`src/rtl/saturn_bus_pkg.sv`:
```
// Shared constants and state encodings for the Saturn nibble-bus arbiter.
package saturn_bus_pkg;

  localparam logic [3:0] PH_SEND   = 4'b0001;
  localparam logic [3:0] PH_READ   = 4'b0010;
  localparam logic [3:0] PH_DECODE = 4'b0100;
  localparam logic [3:0] PH_EXEC   = 4'b1000;

  localparam int CMD_BIT = 4;

  typedef enum logic [1:0] {
    ST_IDLE = 2'b00,
    ST_OWN0 = 2'b01,
    ST_OWN1 = 2'b10
  } state_t;

endpackage

```
`src/rtl/saturn_rr_arbiter.sv`:
```
// Two-way combinational pick: fixed debugger priority or round-robin on ties.
module saturn_rr_arbiter #(
  parameter bit DBG_PRIORITY = 1'b0
) (
  input  logic [1:0] i_req,
  input  logic       i_last_owner,
  output logic [1:0] o_grant
);

  always_comb begin
    o_grant = 2'b00;
    unique case (i_req)
      2'b01: o_grant = 2'b01;
      2'b10: o_grant = 2'b10;
      2'b11: begin
        if (DBG_PRIORITY)
          o_grant = 2'b10;
        else
          o_grant = i_last_owner ? 2'b01 : 2'b10;
      end
      default: o_grant = 2'b00;
    endcase
  end

endmodule

```
`src/rtl/saturn_bus_arbiter.sv`:
```
// Saturn nibble-bus arbiter: whole-transaction ownership, one bus
// transfer per 4-phase cycle, owner changes only on the exec phase.
module saturn_bus_arbiter
  import saturn_bus_pkg::*;
#(
  parameter bit DBG_PRIORITY = 1'b0
) (
  input  logic       i_clk,
  input  logic       i_reset,
  input  logic       i_clk_en,
  input  logic [3:0] i_phases,
  input  logic [1:0] i_req,
  input  logic [4:0] i_prog_0,
  input  logic [4:0] i_prog_1,
  input  logic [1:0] i_prog_valid,
  output logic [1:0] o_prog_ready,
  input  logic [1:0] i_read,
  output logic [1:0] o_grant,
  output logic       o_bus_clk_en,
  output logic       o_bus_is_data,
  output logic [3:0] o_bus_nibble_out,
  input  logic [3:0] i_bus_nibble_in,
  output logic [3:0] o_nibble_in,
  output logic [1:0] o_nibble_valid,
  output logic       o_busy
);

  state_t     r_state;
  state_t     w_state_nxt;
  logic       r_last;
  logic       w_rel;
  logic       w_rel_id;
  logic       w_arb_last;
  logic [1:0] w_pick;
  logic       w_exec;

  logic       r_bus_clk_en;
  logic       r_is_data;
  logic [3:0] r_nib_out;
  logic [3:0] r_nib_in;
  logic [1:0] r_nib_vld;
  logic [1:0] r_prog_rdy;
  logic       r_busy;
  logic       r_rd_pend;

  logic       w_own_vld;
  logic       w_own;
  logic [4:0] w_prog;
  logic       w_pvalid;
  logic       w_rd;

  assign w_exec = i_clk_en && (i_phases == PH_EXEC);

  saturn_rr_arbiter #(
    .DBG_PRIORITY (DBG_PRIORITY)
  ) u_rr (
    .i_req        (i_req),
    .i_last_owner (w_arb_last),
    .o_grant      (w_pick)
  );

  // A releasing owner becomes last_owner before the same-edge re-arbitration.
  always_comb begin
    w_rel    = 1'b0;
    w_rel_id = r_last;
    unique case (r_state)
      ST_OWN0: if (!i_req[0]) begin
        w_rel    = 1'b1;
        w_rel_id = 1'b0;
      end
      ST_OWN1: if (!i_req[1]) begin
        w_rel    = 1'b1;
        w_rel_id = 1'b1;
      end
      default: ;
    endcase
    w_arb_last  = w_rel ? w_rel_id : r_last;
    w_state_nxt = r_state;
    if (r_state == ST_IDLE || w_rel) begin
      unique case (1'b1)
        w_pick[0]: w_state_nxt = ST_OWN0;
        w_pick[1]: w_state_nxt = ST_OWN1;
        default:   w_state_nxt = ST_IDLE;
      endcase
    end
  end

  always_ff @(posedge i_clk or posedge i_reset) begin
    if (i_reset) begin
      r_state <= ST_IDLE;
      r_last  <= 1'b1;
    end else if (w_exec) begin
      r_state <= w_state_nxt;
      r_last  <= w_arb_last;
    end
  end

  assign w_own_vld = (r_state != ST_IDLE);
  assign w_own     = (r_state == ST_OWN1);
  assign w_prog    = w_own ? i_prog_1 : i_prog_0;
  assign w_pvalid  = w_own_vld && i_prog_valid[w_own];
  assign w_rd      = w_own_vld && i_read[w_own];

  // Pulses clear on every edge regardless of the clock enable.
  always_ff @(posedge i_clk or posedge i_reset) begin
    if (i_reset) begin
      r_bus_clk_en <= 1'b0;
      r_is_data    <= 1'b0;
      r_nib_out    <= 4'h0;
      r_nib_in     <= 4'h0;
      r_nib_vld    <= 2'b00;
      r_prog_rdy   <= 2'b00;
      r_busy       <= 1'b0;
      r_rd_pend    <= 1'b0;
    end else begin
      r_nib_vld  <= 2'b00;
      r_prog_rdy <= 2'b00;
      if (i_clk_en) begin
        unique case (i_phases)
          PH_SEND: begin
            if (w_pvalid) begin
              r_nib_out          <= w_prog[3:0];
              r_is_data          <= !w_prog[CMD_BIT];
              r_bus_clk_en       <= 1'b1;
              r_busy             <= 1'b1;
              r_prog_rdy[w_own]  <= 1'b1;
            end else if (w_rd) begin
              r_bus_clk_en <= 1'b1;
              r_busy       <= 1'b1;
              r_rd_pend    <= 1'b1;
            end
          end
          PH_READ: begin
            r_bus_clk_en <= 1'b0;
            if (r_rd_pend) begin
              r_nib_in         <= i_bus_nibble_in;
              r_nib_vld[w_own] <= 1'b1;
              r_rd_pend        <= 1'b0;
            end
          end
          PH_DECODE: r_busy <= 1'b0;
          default: ;
        endcase
      end
    end
  end

  assign o_grant          = r_state;
  assign o_bus_clk_en     = r_bus_clk_en;
  assign o_bus_is_data    = r_is_data;
  assign o_bus_nibble_out = r_nib_out;
  assign o_nibble_in      = r_nib_in;
  assign o_nibble_valid   = r_nib_vld;
  assign o_prog_ready     = r_prog_rdy;
  assign o_busy           = r_busy;

endmodule
```
`config.mk`:
```
export PLATFORM = sky130hd
export DESIGN_NAME = saturn_bus_arbiter
export DESIGN_NICKNAME = d
export VERILOG_FILES = /design/src/rtl/saturn_bus_pkg.sv /design/src/rtl/saturn_rr_arbiter.sv /design/src/rtl/saturn_bus_arbiter.sv
export SDC_FILE = /design/constraint.sdc
export NUM_CORES = 1
export LEC_CHECK = 0
export BUFFER_PORTS_ARGS = -buffer_cell sky130_fd_sc_hd__buf_4
export CORE_MARGIN = 2
export CORE_UTILIZATION = 50
export DETAILED_ROUTE_END_ITERATION = 6
export PLACE_DENSITY = 0.82
export SLEW_MARGIN = 20
export SYNTH_ARGS = -nofsm -noshare
export SYNTH_HDL_FRONTEND = slang
export SYNTH_HIERARCHICAL = 1
export SYNTH_SLANG_ARGS = --single-unit
```
`constraint.sdc`:
```
create_clock -name i_clk -period 3.36 [get_ports i_clk]
set_input_delay 0.336 -clock i_clk [delete_from_list [all_inputs] [get_ports i_clk]]
set_output_delay 0.336 -clock i_clk [all_outputs]
set_load 0.1 [all_outputs]
```
==> results.sh, run 1 <==
export IMPL_outcome="complete, no violations"
export IMPL_cts_sinks=19
export IMPL_clock_skew_ps=6.81
export IMPL_crit_path_end_kind="flop"
export IMPL_rsz0062_at_grt="false"
export IMPL_crit_family="compound AO/OA/AOI/OAI gates"
export IMPL_critPathLaunchType="flop"
export IMPL_cap_violations=0
export IMPL_path_clk_slew_ps=120
export IMPL_drive_above_1_share_pct=52.6
export IMPL_ys_ff_latch=19
export IMPL_period_needed_ps=2170
export IMPL_cp_cell_sequence="inv_1 -> ha_1 -> inv_1 -> o311ai_0 -> a21boi_0 -> mux2_2"
export IMPL_drt_total_wl_um=2300
export IMPL_timing_hold_violations_final=0
export IMPL_antenna_found_initial=0
export IMPL_drtIter0Drc=5
export IMPL_async_reset_ff_share_pct=100
export IMPL_crit_buf_inv=2
export IMPL_hold_class="input port to async pin"
export IMPL_worstSkewPairLatency_ps=310
export IMPL_synth_area_um2=1040
export IMPL_finalCritPeriodShare_pct=64.6
export IMPL_area_growth_syn_to_layout_pct=36.5
export IMPL_first_global_vias=880
export IMPL_wire_per_inst_um=14.2
export IMPL_max_vdd_ir_drop_mv=0.456
export IMPL_maxSlewHeadroom_pct=51.6
export IMPL_slowest_delay_ps=490
export IMPL_synthFlopType="dfrtp_1"
export IMPL_cp_required_ps=3560
export IMPL_seqCellArea_um2=477
export IMPL_crit_fanout=14
export IMPL_start_util_pct=53.0
export IMPL_ant_nets=0
export IMPL_grt_usage_pct=21.3
export IMPL_synth_area_top_cells="dfrtp_1, mux2_2, mux2_4"
export IMPL_cpMaxStageDelayCell="ha_1"
export IMPL_place_gp_congestion=0.856
export IMPL_vias_per_cell=5.24
export IMPL_grt_pass1_wl_um=3880
export IMPL_core_area_um2=1960
export IMPL_syn_inst=89
export IMPL_ioPinCount=44
export IMPL_die_h_um=49.6
export IMPL_critPathKind="flop to flop"
export IMPL_diodes=0
export IMPL_synth_cell_types=34
export IMPL_fin_cells=162
export IMPL_n_fill_cell=149
export IMPL_grt_max_degree=20
export IMPL_port_buffer_count=43
export IMPL_grt_overflow_total=0
export IMPL_dieArea_um2=2460
export IMPL_fmax_ghz=0.461
export IMPL_numCtsBuffers=3
export IMPL_layout_common_cells="buf_4, dfrtp_1, mux2_2"
export IMPL_worst_slew_pin_slew_ps=725
export IMPL_drtPass1Iterations=5
export IMPL_seq_area_frac_synth_pct=45.8
export IMPL_cts_root_buf="clkbuf_4"
export IMPL_final_util_pct=72.3
export IMPL_cts_setup_buffers=0
export IMPL_h_tree_depth=1
export IMPL_synth_top_cell_by_area="dfrtp_1"
export IMPL_ctsHoldBuffers=0
export IMPL_cts_resized=0
export IMPL_ys_warn_count=6
export IMPL_syn_nets=120
export IMPL_die_w_um=49.6
export IMPL_dr_total_vias=849
export IMPL_setup_tns_final_ps=0
export IMPL_setup_viol=0
export IMPL_crit_top_cell="inv_1"
export IMPL_p_leak_nw=0.758
export IMPL_drv_slew=0
export IMPL_nets=167
export IMPL_drc=0
export IMPL_clk_path_buf_depth=2
export IMPL_multi_input_area_um2=528
export IMPL_power_density_nw_per_um2=617
export IMPL_post_place_cells=158
export IMPL_dp_final_hpwl_um=1820
export IMPL_rows=16
export IMPL_final_common_cell="buf_4"
export IMPL_cts_tree="yes"
export IMPL_synth_edf_count=0
export IMPL_worst_ep_arrival_time_ps=2370
export IMPL_finalPower_uw=876
export IMPL_avgSynthCellArea_um2=11.7
export IMPL_synthDominantCellAreaShare_pct=43.3
[per-layer routing]
| metal | track usage (%) | vias up | wire [um] |
|---|---|---|---|
| li1 | - | 407 | - |
| met1 | 23.9 | 407 | 924 |
| met2 | 36.9 | 33 | 1230 |
| met5 | 0 | - | 0 |
| met3 | 5.15 | 2 | 138 |
| met4 | 11.1 | 0 | 14 |
[through the flow]
step	worst slack [ps]	cell area, um^2	hold slack [ps]
floorplan	928	1040	286
global placement	1290	1390	488
detailed placement	1220	1390	502
CTS	1190	1420	151
global route	998	1420	186
finish	1190	1420	131
[cell type report]
cell class / instances / share of cell area [%]
Multi-Input combinational cell: 61 / 37.2
Sequential cell: 19 / 33.6
Inverter: 8 / 2.12
Clock buffer: 3 / 1.59
Timing Repair Buffer: 43 / 22.8
Clock inverter: 1 / 0.353
Tap cell: 27 / 2.38
[report_power, final]
group	internal (mW)	leakage [nW]	switching [mW]
clock	0.0446	0.0177	0.0768
combinational	0.143	0.490	0.320
sequential	0.265	0.251	0.0260
total	0.453	0.758	0.422
[state kept, by name (all words and copies together) (netlist names)]
signal	count
o_bus_nibble_out	4
o_prog_ready	2
o_busy	1
o_grant	2
o_nibble_valid	2
r_rd_pend	1
r_last	1
o_nibble_in	4
o_bus_is_data	1
o_bus_clk_en	1
[logic make-up after synthesis]
group	after synthesis	share of synthesized area (%)
muxes	17	20.1
buffers and inverters	9	3.37
adders and majority gates	4	4.81
and+or+nand+nor	26	16.5
DFF	19	45.8
AOI/OAI and AO/OA	14	9.39
[synth_stat cells, types with 2 or more instances]
library cell,n
nand2_1,3
mux2_4,5
dfrtp_1,18
inv_1,8
nor2b_1,2
mux2_2,11
nand3_1,2
o21ai_0,4
ha_1,4
nor3_1,2
nor2_1,7
[worst paths after layout]
path / slack (ps) / depth (start not counted) / endpoint / startpoint
worst min-delay path: 130 / 2 / o_nibble_in[3] / i_reset
min in group i_clk: 250 / 2 / o_nibble_in[3] / i_bus_nibble_in[3]
worst max-delay path: 1190 / 6 / o_grant[1] / o_grant[0]
worst min register to register: 530 / 1 / o_nibble_in[2] / o_nibble_in[2]
worst max register to register: 1190 / 6 / o_grant[1] / o_grant[0]
max in group asynchronous: 2770 / 2 / o_grant[1] / i_reset
[worst register-to-register path, stage by stage, from the launching register on]
cell and delay, ps:
dfrtp_1 420, inv_1 110, ha_1 490, inv_1 170, o311ai_0 430, a21boi_0 150
mux2_2 280
No activity file was read; power rests on OpenSTA's default activity.
==> run 2, diff against run 1 <==
--- a/config.mk
+++ b/config.mk
@@ -5,11 +5,12 @@
 export SDC_FILE = /design/constraint.sdc
 export NUM_CORES = 1
 export LEC_CHECK = 0
+export ABC_AREA = 1
 export BUFFER_PORTS_ARGS = -buffer_cell sky130_fd_sc_hd__buf_4
 export CORE_MARGIN = 2
-export CORE_UTILIZATION = 50
+export CORE_UTILIZATION = 48
 export DETAILED_ROUTE_END_ITERATION = 6
-export PLACE_DENSITY = 0.82
+export PLACE_DENSITY = 0.78
 export SLEW_MARGIN = 20
 export SYNTH_ARGS = -nofsm -noshare
 export SYNTH_HDL_FRONTEND = slang
==> constraint.sdc (replaced) <==
create_clock -name i_clk -period 2 [get_ports i_clk]
set_input_delay 0.2 -clock i_clk [delete_from_list [all_inputs] [get_ports i_clk]]
set_output_delay 0.2 -clock i_clk [all_outputs]
set_load 0.1 [all_outputs]
==> run 2 against run 1 <==
  * Area after synthesis up 9.6%
  * Design area up 7.6%
  * Sequential power up 59%
  * First-iteration DRC count rose to 2.8 times the previous value
  * Power up 41%
  * Critical path depth up 6
  * Sequential share of layout area down 2.2 points
  * Via count up 29%
  * Cell count up 43%
  * Hold slack worse by 130 ps
  * Critical endpoint is now o_grant[0]
==> results.sh, run 2 <==
export IMPL_avgSynthCellArea_um2=7.31
export IMPL_setup_tns_final_ps=0
export IMPL_antenna_found_initial=0
export IMPL_rows=17
export IMPL_ioPinCount=44
export IMPL_clk_path_buf_depth=2
export IMPL_drtPass1Iterations=4
export IMPL_worst_slew_pin_slew_ps=705
export IMPL_fmax_ghz=0.602
export IMPL_wire_per_inst_um=10.7
export IMPL_finalPower_mw=1.23
export IMPL_synth_area_top_cells="dfrtp_1, nand2_1, inv_1"
export IMPL_synth_area_um2=1140
export IMPL_final_common_cell="nand2_1"
export IMPL_ys_warn_count=6
export IMPL_ys_ff_latch=19
export IMPL_dieArea_um2=2780
export IMPL_synthDominantCellAreaShare_pct=39.5
export IMPL_die_h_um=52.7
export IMPL_cts_resized=0
export IMPL_worstSkewPairLatency_ps=300
export IMPL_h_tree_depth=1
export IMPL_critPathKind="flop to flop"
export IMPL_diodes=0
export IMPL_grt_max_degree=20
export IMPL_synthFlopType="dfrtp_1"
export IMPL_synth_top_cell_by_area="dfrtp_1"
export IMPL_outcome="complete, no violations"
export IMPL_synth_commonest_cells="nand2_1, inv_1, dfrtp_1"
export IMPL_dp_final_hpwl_um=2010
export IMPL_area_growth_syn_to_layout_pct=33.9
export IMPL_die_w_um=52.7
export IMPL_drt_total_wl_um=2460
export IMPL_cap_violations=0
export IMPL_first_global_vias=1006
export IMPL_synth_cell_types=22
export IMPL_finalCritPeriodShare_pct=83.0
export IMPL_drtIter0Drc=14
export IMPL_period_needed_ps=1660
export IMPL_syn_nets=187
export IMPL_crit_fanout=4
export IMPL_p_leak_nw=0.892
export IMPL_start_util_pct=51.0
export IMPL_grt_overflow_total=0
export IMPL_seqCellArea_um2=479
export IMPL_dr_total_vias=1096
export IMPL_post_place_cells=227
export IMPL_layout_common_cells="nand2_1, buf_4, inv_1"
export IMPL_hold_class="input port to async pin"
export IMPL_numCtsBuffers=3
export IMPL_rsz0062_at_grt="false"
export IMPL_cts_root_buf="clkbuf_4"
export IMPL_grt_pass1_wl_um=4130
export IMPL_multi_input_area_um2=563
export IMPL_synth_edf_count=0
export IMPL_path_clk_slew_ps=110
export IMPL_drv_slew=0
export IMPL_core_area_um2=2230
export IMPL_synth_most_common_cell="nand2_1"
export IMPL_ctsHoldBuffers=0
export IMPL_cts_sinks=19
export IMPL_crit_path_end_kind="flop"
export IMPL_vias_per_cell=4.74
export IMPL_grt_usage_pct=19.9
export IMPL_syn_inst=156
export IMPL_worst_ep_arrival_time_ps=1880
export IMPL_final_util_pct=68.3
export IMPL_ant_nets=0
export IMPL_cts_tree="yes"
export IMPL_async_reset_ff_share_pct=100
export IMPL_cp_required_ps=2220
export IMPL_timing_hold_violations_final=0
export IMPL_cts_setup_buffers=0
export IMPL_nets=235
export IMPL_clock_skew_ps=1.54
export IMPL_maxSlewHeadroom_pct=52.9
export IMPL_port_buffer_count=43
export IMPL_power_density_nw_per_um2=809
export IMPL_drive_above_1_share_pct=32.5
export IMPL_max_vdd_ir_drop_mv=0.696
export IMPL_n_fill_cell=197
export IMPL_setup_viol=0
export IMPL_critPathLaunchType="flop"
export IMPL_place_gp_congestion=0.806
export IMPL_fin_cells=231
export IMPL_drc=0
export IMPL_seq_area_frac_synth_pct=41.8
run 2: cell types whose count changed after synthesis, moves of 2 or more:
cell,change
nor2b_1,-2
nor2_2,+2
o21bai_1,+2
nor2_4,+4
nand2_2,+2
inv_1,+12
nand3_2,+2
nand2_1,+64
nand3_1,+12
mux2_4,-5
mux2_2,-11
run 2: where the power goes:
part	total (mW)	switching (mW)	internal, mW
logic	0.575	0.444	0.131
clock network	0.197	0.123	0.0745
registers	0.463	0.0277	0.435
total	1.23	0.595	0.640
run 2: cell families (layout without fill, tap and decap cells):
family	after synthesis	count (layout)	synth area share, %
buffers and inverters	24	71	8.78
flip-flops	19	19	41.8
AND/OR/NAND/NOR	101	101	40.7
adder cells (fa/ha/maj)	4	4	4.39
AO/OA/AOI/OAI	8	8	4.28
run 2: final timing paths:
path                               startpoint              to  slack [ps]  cells after the start
setup / recovery                   o_grant[0]      o_grant[0]         340                     12
hold / removal                        i_reset   o_bus_is_data           4                      2
setup reg to reg                   o_grant[0]      o_grant[0]         340                     12
hold reg to reg                        r_last          r_last         490                      2
max in group asynchronous             i_reset      o_grant[0]        1510                      2
min in group i_clk         i_bus_nibble_in[2]  o_nibble_in[2]         130                      3
run 2: layer usage:
layer,global-route usage [%],routed length (um),up-vias
li1,-,-,567
met1,24.4,1090,495
met2,35.4,1240,30
met3,4.00,115,4
met4,5.13,22,0
met5,0,0,-
run 2: final cells by class:
cell class / count / share of cell area [%]
clock inverter: 1 / 0.328
sequential: 19 / 31.4
clock buffer: 3 / 1.48
inverter: 22 / 5.49
multi-input combinational: 113 / 36.9
tap: 28 / 2.30
timing repair buffer: 45 / 22.1
run 2: stage by stage:
stage | worst slack (ps) | hold WS (ps) | cell area [um^2]
global placement | 445 | 350 | 1500
global route | 167 | 54.2 | 1530
floorplan | 170 | 150 | 1140
finish | 340 | 3.99 | 1530
CTS | 353 | 27.6 | 1530
detailed placement | 390 | 360 | 1500
run 2: critical path, cell delays in order, from the launching register on:
cell      delay [ps]
dfrtp_2          430
inv_1            120
ha_1             180
nand2_1           70
nand2_1           90
nand2_1           80
o21bai_1         180
nand2_1           70
nand2_1           90
nand3_1           90
nand2_1           70
nand2_1           50
o21ai_0           70
